### src/rtl/c2c_stats_accum.sv
// rtl/c2c_stats_accum.sv - per-category event counters with saturating increment, clear FSM and 1-cycle read port
module c2c_stats_accum #(
    parameter int N_EV  = 16,
    parameter int CNT_W = 32,
    localparam int IDX_W = $clog2(N_EV + 1)
) (
    input  logic             clock,
    input  logic             reset,
    input  logic             in_valid,
    output logic             in_ready,
    input  logic [N_EV-1:0]  in_events,
    input  logic             clr_req,
    output logic             clr_busy,
    input  logic             rd_en,
    input  logic [IDX_W-1:0] rd_idx,
    output logic             rd_valid,
    output logic [CNT_W-1:0] rd_data,
    output logic [N_EV:0]    sat_flags
);

    typedef enum logic [1:0] {
        RUN   = 2'd0,
        DRAIN = 2'd1,
        CLEAR = 2'd2
    } state_t;

    localparam logic [CNT_W-1:0] CNT_MAX = {CNT_W{1'b1}};

    state_t            state;
    logic              s1_valid;
    logic [N_EV-1:0]   s1_ev;
    logic [CNT_W-1:0]  cnt [N_EV+1];
    logic [N_EV:0]     hit;
    logic              accept;

    // Reset gates the handshake outputs so nothing is offered while reset is held.
    assign in_ready = (state == RUN) && !reset;
    assign clr_busy = (state != RUN) && !reset;
    assign accept   = in_valid && in_ready;

    // The total counter (index N_EV) counts every sample, even with no category hit.
    assign hit = s1_valid ? {1'b1, s1_ev} : '0;

    always_ff @(posedge clock) begin
        if (reset) begin
            state <= RUN;
        end else begin
            case (state)
                RUN:     if (clr_req) state <= DRAIN;
                DRAIN:   state <= CLEAR;
                CLEAR:   state <= RUN;
                default: state <= RUN;
            endcase
        end
    end

    always_ff @(posedge clock) begin
        if (reset) begin
            s1_valid <= 1'b0;
            s1_ev    <= '0;
        end else begin
            s1_valid <= accept;
            if (accept)
                s1_ev <= in_events;
        end
    end

    always_ff @(posedge clock) begin
        if (reset) begin
            for (int i = 0; i <= N_EV; i++)
                cnt[i] <= '0;
            sat_flags <= '0;
        end else if (state == CLEAR) begin
            for (int i = 0; i <= N_EV; i++)
                cnt[i] <= '0;
            sat_flags <= '0;
        end else begin
            for (int i = 0; i <= N_EV; i++) begin
                if (hit[i]) begin
                    if (cnt[i] == CNT_MAX)
                        sat_flags[i] <= 1'b1;
                    else
                        cnt[i] <= cnt[i] + CNT_W'(1);
                end
            end
        end
    end

    // Reads sample the pre-edge counter value, so a colliding increment is not seen.
    always_ff @(posedge clock) begin
        if (reset) begin
            rd_valid <= 1'b0;
            rd_data  <= '0;
        end else begin
            rd_valid <= rd_en;
            if (rd_en) begin
                if (rd_idx <= IDX_W'(N_EV))
                    rd_data <= cnt[rd_idx];
                else
                    rd_data <= '0;
            end
        end
    end

endmodule

### config.mk
export PLATFORM = sky130hd
export DESIGN_NAME = c2c_stats_accum
export DESIGN_NICKNAME = d
export VERILOG_FILES = /design/src/rtl/c2c_stats_accum.sv
export SDC_FILE = /design/constraint.sdc
export NUM_CORES = 1
export LEC_CHECK = 0
export ABC_AREA = 1
export CAP_MARGIN = 15
export CELL_PAD_IN_SITES_DETAIL_PLACEMENT = 1
export CELL_PAD_IN_SITES_GLOBAL_PLACEMENT = 2
export CORE_ASPECT_RATIO = 1.4
export CORE_UTILIZATION = 35
export DETAILED_ROUTE_END_ITERATION = 12
export PLACE_DENSITY_LB_ADDON = 0.1
export SYNTH_ARGS = -nofsm -noshare
export SYNTH_HDL_FRONTEND = slang
export SYNTH_SLANG_ARGS = --single-unit
### constraint.sdc
create_clock -name clock -period 4.4 [get_ports clock]
set_clock_uncertainty 0.05 [all_clocks]
set_input_delay 0.66 -clock clock [delete_from_list [all_inputs] [get_ports clock]]
set_output_delay 0.66 -clock clock [all_outputs]
set_load 0.02 [all_outputs]
* After elaboration in Yosys (flattened, before gate mapping)
Memory sizes are Yosys's and may differ from the RTL's.
Cells that the tools add are included.
** Operators by class
- Add/subtract/negate cells :: 17
- Magnitude comparators :: 1
- Eq/ne operators :: 20
- Multiplexer cells :: 128
- Bitwise logic cells :: 34
- Reductions and logical operators :: 24
** Operators with widths (number)
- 32-bit two-way mux :: 35
- 32-bit by 1-bit adder with 32-bit output (second input constant) :: 17
- 32-bit == test (second input constant) :: 17
- 1-bit two-way mux :: 90
- 1-bit OR :: 34
- 2-bit AND reduction :: 17
- 17-bit two-way mux :: 1
- 5-bit less-or-equal comparator (second input constant) :: 1
- 2-bit case mux with 2 select lines :: 1
- 1-bit logical AND :: 3
- 2-bit by 1-bit == test with 1-bit output (second input constant) :: 1
- 2-bit == test (second input constant) :: 1
- 2-bit zero test :: 1
- 2-bit two-way mux :: 1
- 2-bit inequality test (second input constant) :: 1
- 2-bit nonzero test :: 1
- 2-bit OR reduction :: 1
- 1-bit zero test :: 1
** Storage, ports and cells
- Bits in registers :: 69
- Bits in writable memories :: 544
- Word-level logic and storage cells :: 247
- Memories kept :: 1
** Memories
- cnt :: depth 17, width 32, read ports 18, clocked after memory_dff 0, wr ports 17, line 32 : logic [CNT_W-1:0] cnt [N_EV+1];

* Longest topological paths before layout
Gate-level depths: netlist of run 1.
- Depth after elaboration :: 7
- Depth in mapped cells :: 15
- Gate-level depth less buffers :: 12

* Worst setup path after synthesis of run 1
No wires, ideal clock.
- Kind :: input to register
- Start :: in reset
- End :: mem cnt[14][0], enable pin
- Setup time :: 0.389 ns
- Arrival :: 2.169 ns
- Data required time :: 3.961 ns
- Slack :: 1.792 ns
- Stages on the path :: 7
- Path buffers :: 2
- Cells stage by stage :: clkbuf_1 -> nor2_4 -> nand2_2 -> buf_4 -> nor2_1 -> nand2_1 -> nand2_1
** RTL lines
- from (decl) :: line 8 : input logic reset,
- to (decl) :: line 32

==> reports/results.tsv, run 1 <==
metric	value	unit
seqCellArea	17720	sq um
clk_latency	680	ps
synth.net_count	5260	
power.total	16740	uW
die_area	115400	sq um
slowest_stage	buf_4	
drt-vias-per-instance	5.113	
fin_crit_sh	0.8505	
required	4740	ps
power_density	375.9	nW/um^2
gp_congestion	0.9320	
cts_max_path_buffers	3	
setup_viol	0	
fin_area	44530	sq um
cts_tree	yes	
synth_edf_count	544	
yosys.area.top_type_share	0.4093	
n_fill_cell	13830	
startpoint_type	register	
drt-total-wl	154200	microns
slew-limit-headroom	0.4108	
fin_tns_setup	0	ps
grt_pass1_vias	36050	
post-dp-hpwl	117400	microns
clkTransAtPathRegs	60	ps
rows	146	
crit_type	reg2reg	
root_buffer	clkbuf_16	
diodes	0	
worst_slew_pin_slew	881.8	ps
grt_pass1_wl	230500	microns
postSynthAreaPerCell	7.650	sq um
fp.dieW	287.4	microns
die_y	401.5	microns
hold_viol_final	0	
nNetsFinal	5288	
cts.sinks	613	
outcome	finished, final reports clean	
maxSlewViolCount	0	
yosysWarnings	0	
ctsHtreeMaxLevel	3	
vias	34680	
detail_route.iter0.violations	2094	
yosysTopAreaCell	edfxtp_1	
ys_ff_latch	613	
syn_to_final_growth	11.58	%
antenna_found_initial	9	
antenna_left	0	
ys_seq_area_frac	0.4439	
synth_most_common_cell	nor2_1	
synth_area	39910	sq um
fin_crit	3742	ps
holdBufCountCts	0	
grt_overflow	0	
drc	0	
multi_input_area	18720	sq um
peakVddDrop	0.2551	mV
cts_setup_buffers	0	
coreArea	113100	sq um
routedWlPerCell	22.74	microns
postSynthCellCount	5217	
dp.cells	6647	
ios	78	
worstSetupEndpointType	register	
drive_gt1_frac	0.04244	
track_usage	0.2671	
min_path_type	reg2reg	
place_area	42130	sq um
synthFlopType	edfxtp_1	
yosysUniqueCellTypes	42	
dr.pass1.iters	5	
synth_area_leaders	edfxtp_1, nor2_1, nand2_1, xor2_1, inv_1	
fmax	267.2	MHz
path_cells	nand2_1 -> nor2_1 -> nand3_1 -> nor2_1 -> nand2_1 -> nand2_1 -> nand2_1 -> nor2_1 -> nand3_1 -> nor2_4 -> buf_4 -> nor2_1	
async_flop_share	0	
final_cell_count_no_fill	6782	
cts_buffers	75	
port_buffers	77	
arrival	4080	ps
slowest_delay	680	ps
initial_core_util	0.3529	
crit_path_max_fanout	68	
yosys-top-cells-count	nor2_1, nand2_1, inv_1	
rsz0062_at_grt	no	
leakagePower	0.01671	uW
cap_violations	0	
grt_max_degree	139	
cts.repair.resized	0	
## cells by family after synthesis
family                     synth area share
and+or+nand+nor                      0.2830
adders and majority gates          0.005330
AOI/OAI and AO/OA                   0.07299
buffers and inverters               0.08744
DFF                                  0.4439
xor gates and xnor gates             0.1073
## path summary, 6_finish.rpt
path / startpoint / end / slack [ps] / depth (start not counted)
hold reg to reg: rd_data[7]$_SDFFE_PP0P_ / rd_data[7]$_SDFFE_PP0P_ / 420 / 2
setup / recovery: cnt[1][24]$_SDFFCE_PN0P_ / cnt[1][17]$_SDFFCE_PN0P_ / 660 / 12
setup reg to reg: cnt[1][24]$_SDFFCE_PN0P_ / cnt[1][17]$_SDFFCE_PN0P_ / 660 / 12
hold / removal: rd_data[7]$_SDFFE_PP0P_ / rd_data[7]$_SDFFE_PP0P_ / 420 / 2
## cell usage in the layout, fill, tap and decap left out, types with 12 or more instances in the layout
| master | Yosys | routed |
|---|---|---|
| dfxtp_1 | 69 | 69 |
| o22ai_1 | 15 | 15 |
| nor2_2 | 20 | 20 |
| nand2_1 | 1016 | 1016 |
| nor3_1 | 190 | 190 |
| clkdlybuf4s50_1 | 0 | 74 |
| nor2_1 | 1117 | 1115 |
| clkbuf_1 | 112 | 13 |
| ha_1 | 17 | 17 |
| nor4_1 | 16 | 16 |
| o221ai_1 | 15 | 15 |
| clkbuf_16 | 0 | 80 |
| o31ai_1 | 16 | 16 |
| o21ai_0 | 211 | 211 |
| o211ai_1 | 72 | 72 |
| a21oi_1 | 152 | 152 |
| clkinv_1 | 2 | 12 |
| inv_2 | 17 | 18 |
| buf_4 | 1 | 53 |
| xor2_1 | 389 | 389 |
| xnor2_1 | 100 | 100 |
| a32o_1 | 16 | 16 |
| inv_1 | 650 | 649 |
| nand4_1 | 105 | 105 |
| nand3_1 | 235 | 235 |
| clkinv_2 | 0 | 16 |
| edfxtp_1 | 544 | 544 |
## metrics by stage
step	util	worst slack (ps)	hold slack (ps)
2_1_floorplan	-	1792	375.2
3_3_place_gp	0.3726	670.3	387.8
3_5_place_dp	0.3726	569.2	405.7
4_1_cts	0.3936	569.2	417.7
5_1_grt	0.3938	452.8	435.2
6_report	0.3938	657.8	415.0
## critical path: cells and delay by family, from the launching register on
family | cells | cell delay (ps)
flip-flops | 1 | 530
buffers and inverters | 1 | 680
AND/OR/NAND/NOR | 11 | 2120
## power by group
part           switching, uW  internal (uW)
sequential               690           7060
combinational           1910            774
clock                   2750           3550
## area by class of cell
cell class	instances	share of cell area
multi-input combinational	3747	0.4203
sequential	613	0.3979
inverter	669	0.05645
clock buffer	97	0.04729
tap	1480	0.04158
timing repair buffer	139	0.03049
clock inverter	37	0.006013
## routing by layer
| metal | wire [microns] | track usage |
|---|---|---|
| met1 | 65830 | 0.3351 |
| met5 | 94 | 0 |
| met2 | 75750 | 0.4586 |
| met3 | 5571 | 0.02813 |
| met4 | 6953 | 0.1191 |
## registers in the layout, summed over array words and instances, names as in the netlist
register and cells:
cnt 544, rd_data 32, sat_flags 17, s1_ev 16, state 2, rd_valid 1
s1_valid 1
Note: power is estimated with default switching activity, not from simulation.
==> run 2: changes to the inputs <==
- CTS_CLUSTER_SIZE: not set -> 8
- PLACE_DENSITY: not set -> 0.75
- PLACE_DENSITY_LB_ADDON: 0.1 -> not set
==> run 2 against run 1 <==
  * Worst setup slack worse by 140 ps
  * Critical endpoint is now cnt[8][9]$_SDFFCE_PN0P_
  * Global-route usage down 0.22 points
  * Critical path depth up 1
  * Cell count about the same
  * Worst hold slack about the same
  * Wire length down 0.99%
  * Via count up 0.73%
  * Total power up 1.2%
  * Clock power up 3%
  * Register-to-register slack worse by 140 ps
  * Sequential power about the same
==> reports/results.tsv, run 2 (same netlist as run 1, synthesis figures left out) <==
metric	value	unit
outcome	finished, final reports clean	
die_y	401.5	microns
leakagePower	0.01669	uW
min_path_type	reg2reg	
antenna_left	0	
dp.cells	6641	
holdBufCountCts	0	
cts_buffers	87	
holdWs	414.7	ps
fp.dieW	287.4	microns
cts_tree	yes	
post-dp-hpwl	115600	microns
cap_violations	0	
fin_area	44590	sq um
drt-total-wl	152700	microns
cts_setup_buffers	0	
worstSetupEndpointType	register	
ctsHtreeMaxLevel	3	
power_density	379.7	nW/um^2
hold_viol_final	0	
drc	0	
fin_ws	521.8	ps
detail_route.iter0.violations	2366	
required	4720	ps
cts.repair.resized	0	
grt_overflow	0	
peakVddDrop	0.3119	mV
worst_slew_pin_slew	1285	ps
diodes	0	
largest_reg_flops	544	
maxSlewViolCount	0	
grt_max_degree	231	
rsz0062_at_grt	no	
root_buffer	clkbuf_16	
n_fill_cell	13850	
nNetsFinal	5294	
grt_pass1_wl	228600	microns
final_common_cell	nor2_1	
vias	34930	
routedWlPerCell	22.50	microns
setup_viol	0	
final_cell_count_no_fill	6785	
grt_pass1_vias	36200	
gp_congestion	0.9726	
port_buffers	77	
rows	146	
dr.pass1.iters	5	
die_area	115400	sq um
cts.sinks	613	
mostFrequentLayoutCells	nor2_1, nand2_1, inv_1	
coreArea	113100	sq um
fmax	257.9	MHz
drt-vias-per-instance	5.148	
crit_path_max_fanout	230	
cts_max_path_buffers	3	
seqCellArea	17720	sq um
track_usage	0.2649	
startpoint_type	register	
reg_top3	cnt: 544 flops, rd_data: 32 flops, sat_flags: 17 flops	
fin_crit_sh	0.8814	
slew-limit-headroom	0.1430	
ios	78	
registers.top_by_ff_count	cnt	
clk_latency	700	ps
syn_to_final_growth	11.73	%
drive_gt1_frac	0.03864	
fin_crit	3878	ps
crit_type	reg2reg	
fin_tns_setup	0	ps
dpl_worst_slack	645.0	ps
multi_input_area	18720	sq um
place_area	42090	sq um
antenna_found_initial	6	
initial_core_util	0.3529	
arrival	4200	ps
clkTransAtPathRegs	50	ps
run 2: cell types whose count changed in the layout (fill, tap and decap cells not counted), sizes merged:
| cell | before | now |
|---|---|---|
| clkbuf | 97 | 135 |
| clkinv | 28 | 6 |
| buf | 65 | 59 |
| bufinv | 3 | 0 |
| clkinvlp | 2 | 0 |
| inv | 673 | 671 |
run 2: metrics by stage:
stage	power [uW]	utilization
3_5_place_dp	10530	0.3722
4_1_cts	17100	0.3941
3_3_place_gp	10470	0.3722
2_1_floorplan	9439	-
5_1_grt	17630	0.3944
6_report	16930	0.3944
run 2: worst paths after layout:
kind / start / end / slack [ps] / cells past startpoint
max: cnt[1][0]$_SDFFCE_PN0P_ / cnt[8][9]$_SDFFCE_PN0P_ / 520 / 13
min reg2reg: state[0]$_SDFFE_PP0P_ / state[1]$_SDFFE_PP0P_ / 410 / 2
max reg2reg: cnt[1][0]$_SDFFCE_PN0P_ / cnt[8][9]$_SDFFCE_PN0P_ / 520 / 13
min: state[0]$_SDFFE_PP0P_ / state[1]$_SDFFE_PP0P_ / 410 / 2
run 2: final cells by class:
type / instances / area share
Sequential cell: 613 / 0.3973
Clock inverter: 8 / 0.002245
Multi-Input combinational cell: 3747 / 0.4198
Clock buffer: 135 / 0.05334
Timing Repair Buffer: 133 / 0.02943
Tap cell: 1480 / 0.04153
Inverter: 669 / 0.05637
run 2: layer usage:
layer / track usage / vias up / part of all wire
li1: - / 16950 / -
met1: 0.3247 / 17000 / 0.42
met3: 0.02898 / 251 / 0.040
met2: 0.4569 / 716 / 0.50
met5: 0 / - / 0.00039
met4: 0.1315 / 10 / 0.050
run 2: worst max-delay path, cell delays in order, from the launching register on:
cell and delay [ps]:
edfxtp_1 420, ha_1 220, nand3_1 250, inv_2 100
nand2_1 100, nor2_2 330, nand2_1 110, nand2_1 100
nand2_1 130, nor2_1 240, nand3_1 160, nor2_4 210
buf_12 710, nor2_1 120
run 2: power breakdown:
group / leakage (uW) / switching [uW] / internal [uW]
logic: 0.00928 / 1910 / 773
clock network: 0.00119 / 2810 / 3690
registers: 0.00622 / 691 / 7060
==> run 3: changes to the inputs <==
- PLACE_DENSITY: 0.75 -> 0.86
==> run 3 against run 2 <==
  * Wire length fell by 4.0%
  * Register-to-register slack improved by 390 ps
  * Core utilization rose by 0.080 points
  * Clock power barely moved
  * Critical path depth did not move
  * Global-route usage fell by 1.2 points
  * First-iteration DRC count rose by 0.97%
  * Fmax rose by 11%
  * Cell area rose by 0.20%
  * Clock-buffer cell count rose by 9
  * Sequential cell count did not move
  * Non-clock buffer count rose by 7
  * Largest cell class unchanged
==> reports/results.tsv, run 3 (same netlist as run 1, synthesis figures left out) <==
metric	value	unit
outcome	finished, final reports clean	
die_area	115400	sq um
min_path_type	reg2reg	
critPathMostFrequentCell	nand2_1	
routedWlPerCell	21.56	microns
fp.dieW	287.4	microns
syn_to_final_growth	11.96	%
hold_path_depth	2	
antenna_left	0	
worst-r2r-cell-count	13	
maxSlewViolCount	0	
cts.sinks	613	
registers.top_by_ff_count	cnt	
slowest_delay	410	ps
arrival	3810	ps
clkTransAtPathRegs	60	ps
diodes	0	
initial_core_util	0.3529	
cap_violations	0	
cp-startpoint	cnt[14][0]$_SDFFCE_PN0P_	
cp_top_family	simple AND/OR/NAND/NOR gates	
reg_top3	cnt: 544 flops, rd_data: 32 flops, sat_flags: 17 flops	
crit_buf_inv	1	
place_area	42180	sq um
hold_viol_final	0	
port_buffers	77	
crit_path_max_fanout	134	
holdPathEnd	rd_data[9]$_SDFFE_PP0P_	
power.total	16890	uW
cts_tree	yes	
fmax	286.7	MHz
worst_slew_pin_slew	1157	ps
rsz0062_at_grt	no	
power_density	378.0	nW/um^2
grt_pass1_vias	36540	
fin_crit	3488	ps
final_util	0.3951	
setup_viol	0	
grt_pass1_wl	221100	microns
gp_congestion	0.9614	
fin_crit_sh	0.7927	
cts_setup_buffers	0	
drt-vias-per-instance	5.201	
antenna_found_initial	2	
vias	35350	
fin_tns_setup	0	ps
startpoint_type	register	
hold_path.startpoint	rd_data[9]$_SDFFE_PP0P_	
cts.repair.resized	0	
nNetsFinal	5300	
required	4720	ps
drc	0	
detail_route.iter0.violations	2389	
worstReg2RegEnd	cnt[12][23]$_SDFFCE_PN0P_	
cts_buffers	86	
grt_overflow	0	
crit_type	reg2reg	
post-dp-hpwl	111700	microns
coreArea	113100	sq um
final_common_cell	nor2_1	
grt_max_degree	135	
rows	146	
drive_gt1_frac	0.03950	
track_usage	0.2531	
dr.pass1.iters	6	
largest_reg_flops	544	
cts_max_path_buffers	3	
ios	78	
peakVddDrop	0.2515	mV
worstSetupEndpointType	register	
r2r-start	cnt[14][0]$_SDFFCE_PN0P_	
slew-limit-headroom	0.2280	
clk_latency	690	ps
root_buffer	clkbuf_16	
die_y	401.5	microns
holdBufCountCts	0	
leakagePower	0.01674	uW
ctsHtreeMaxLevel	3	
fin_area	44680	sq um
mostFrequentLayoutCells	nor2_1, nand2_1, inv_1	
path_cells	ha_1 -> nand2_1 -> nor2_1 -> nand2_1 -> nor2_2 -> nand2_1 -> nand2_1 -> nand2_1 -> nor2_1 -> nand3_1 -> nor2_4 -> buf_12 -> nor2_1	
r2r_setup_slack	910	ps
drt-total-wl	146500	microns
slowest_stage	edfxtp_1	
[run 3: worst max-delay path by stage]
| stage | end | slack, ps | cells past startpoint |
|---|---|---|---|
| floorplan | cnt[14][0]$_SDFFCE_PN0P_ | 1790 | 7 |
| global placement | cnt[3][14]$_SDFFCE_PN0P_ | 990 | 11 |
| detailed placement | cnt[3][23]$_SDFFCE_PN0P_ | 950 | 11 |
| CTS | cnt[12][23]$_SDFFCE_PN0P_ | 950 | 14 |
| global route | cnt[3][4]$_SDFFCE_PN0P_ | 810 | 13 |
| finish | cnt[12][23]$_SDFFCE_PN0P_ | 910 | 13 |
[run 3: final cells by class]
type	count	area, sq um
clock buffers	144	2465
flip-flops and latches	613	17720
clock inverters	3	33.78
well taps	1480	1852
repair buffers	140	1383
multi-input cells	3747	18720
fillers	13820	68390
inverters	669	2514
[run 3: worst reg2reg max path, cell delays in order (launching register included)]
cell and delay [ps]:
edfxtp_1 410, ha_1 270, nand2_1 80, nor2_1 190
nand2_1 190, nor2_2 300, nand2_1 110, nand2_1 120
nand2_1 90, nor2_1 180, nand3_1 150, nor2_4 260
buf_12 400, nor2_1 370
[run 3: per-stage QoR]
step	hold WS (ps)	std cells	setup WS, ps
3_5_place_dp	407.7	6649	951.2
5_1_grt	432.1	6796	806.1
3_3_place_gp	384.4	6649	993.8
4_1_cts	414.6	6796	953.9
6_report	414.5	6796	912.0
2_1_floorplan	375.2	5217	1792
[run 3: where the power goes]
| group | total [uW] | internal [uW] | switching (uW) |
|---|---|---|---|
| Sequential | 7740 | 7060 | 679 |
| Clock | 6470 | 3770 | 2700 |
| Combinational | 2680 | 796 | 1880 |
| Total | 16900 | 11600 | 5260 |
[run 3: per-layer routing]
metal / wire length (microns) / track usage
met1: 58780 / 0.2994
met2: 71360 / 0.4318
met3: 7245 / 0.03778
met4: 9132 / 0.1478
met5: 0 / 0
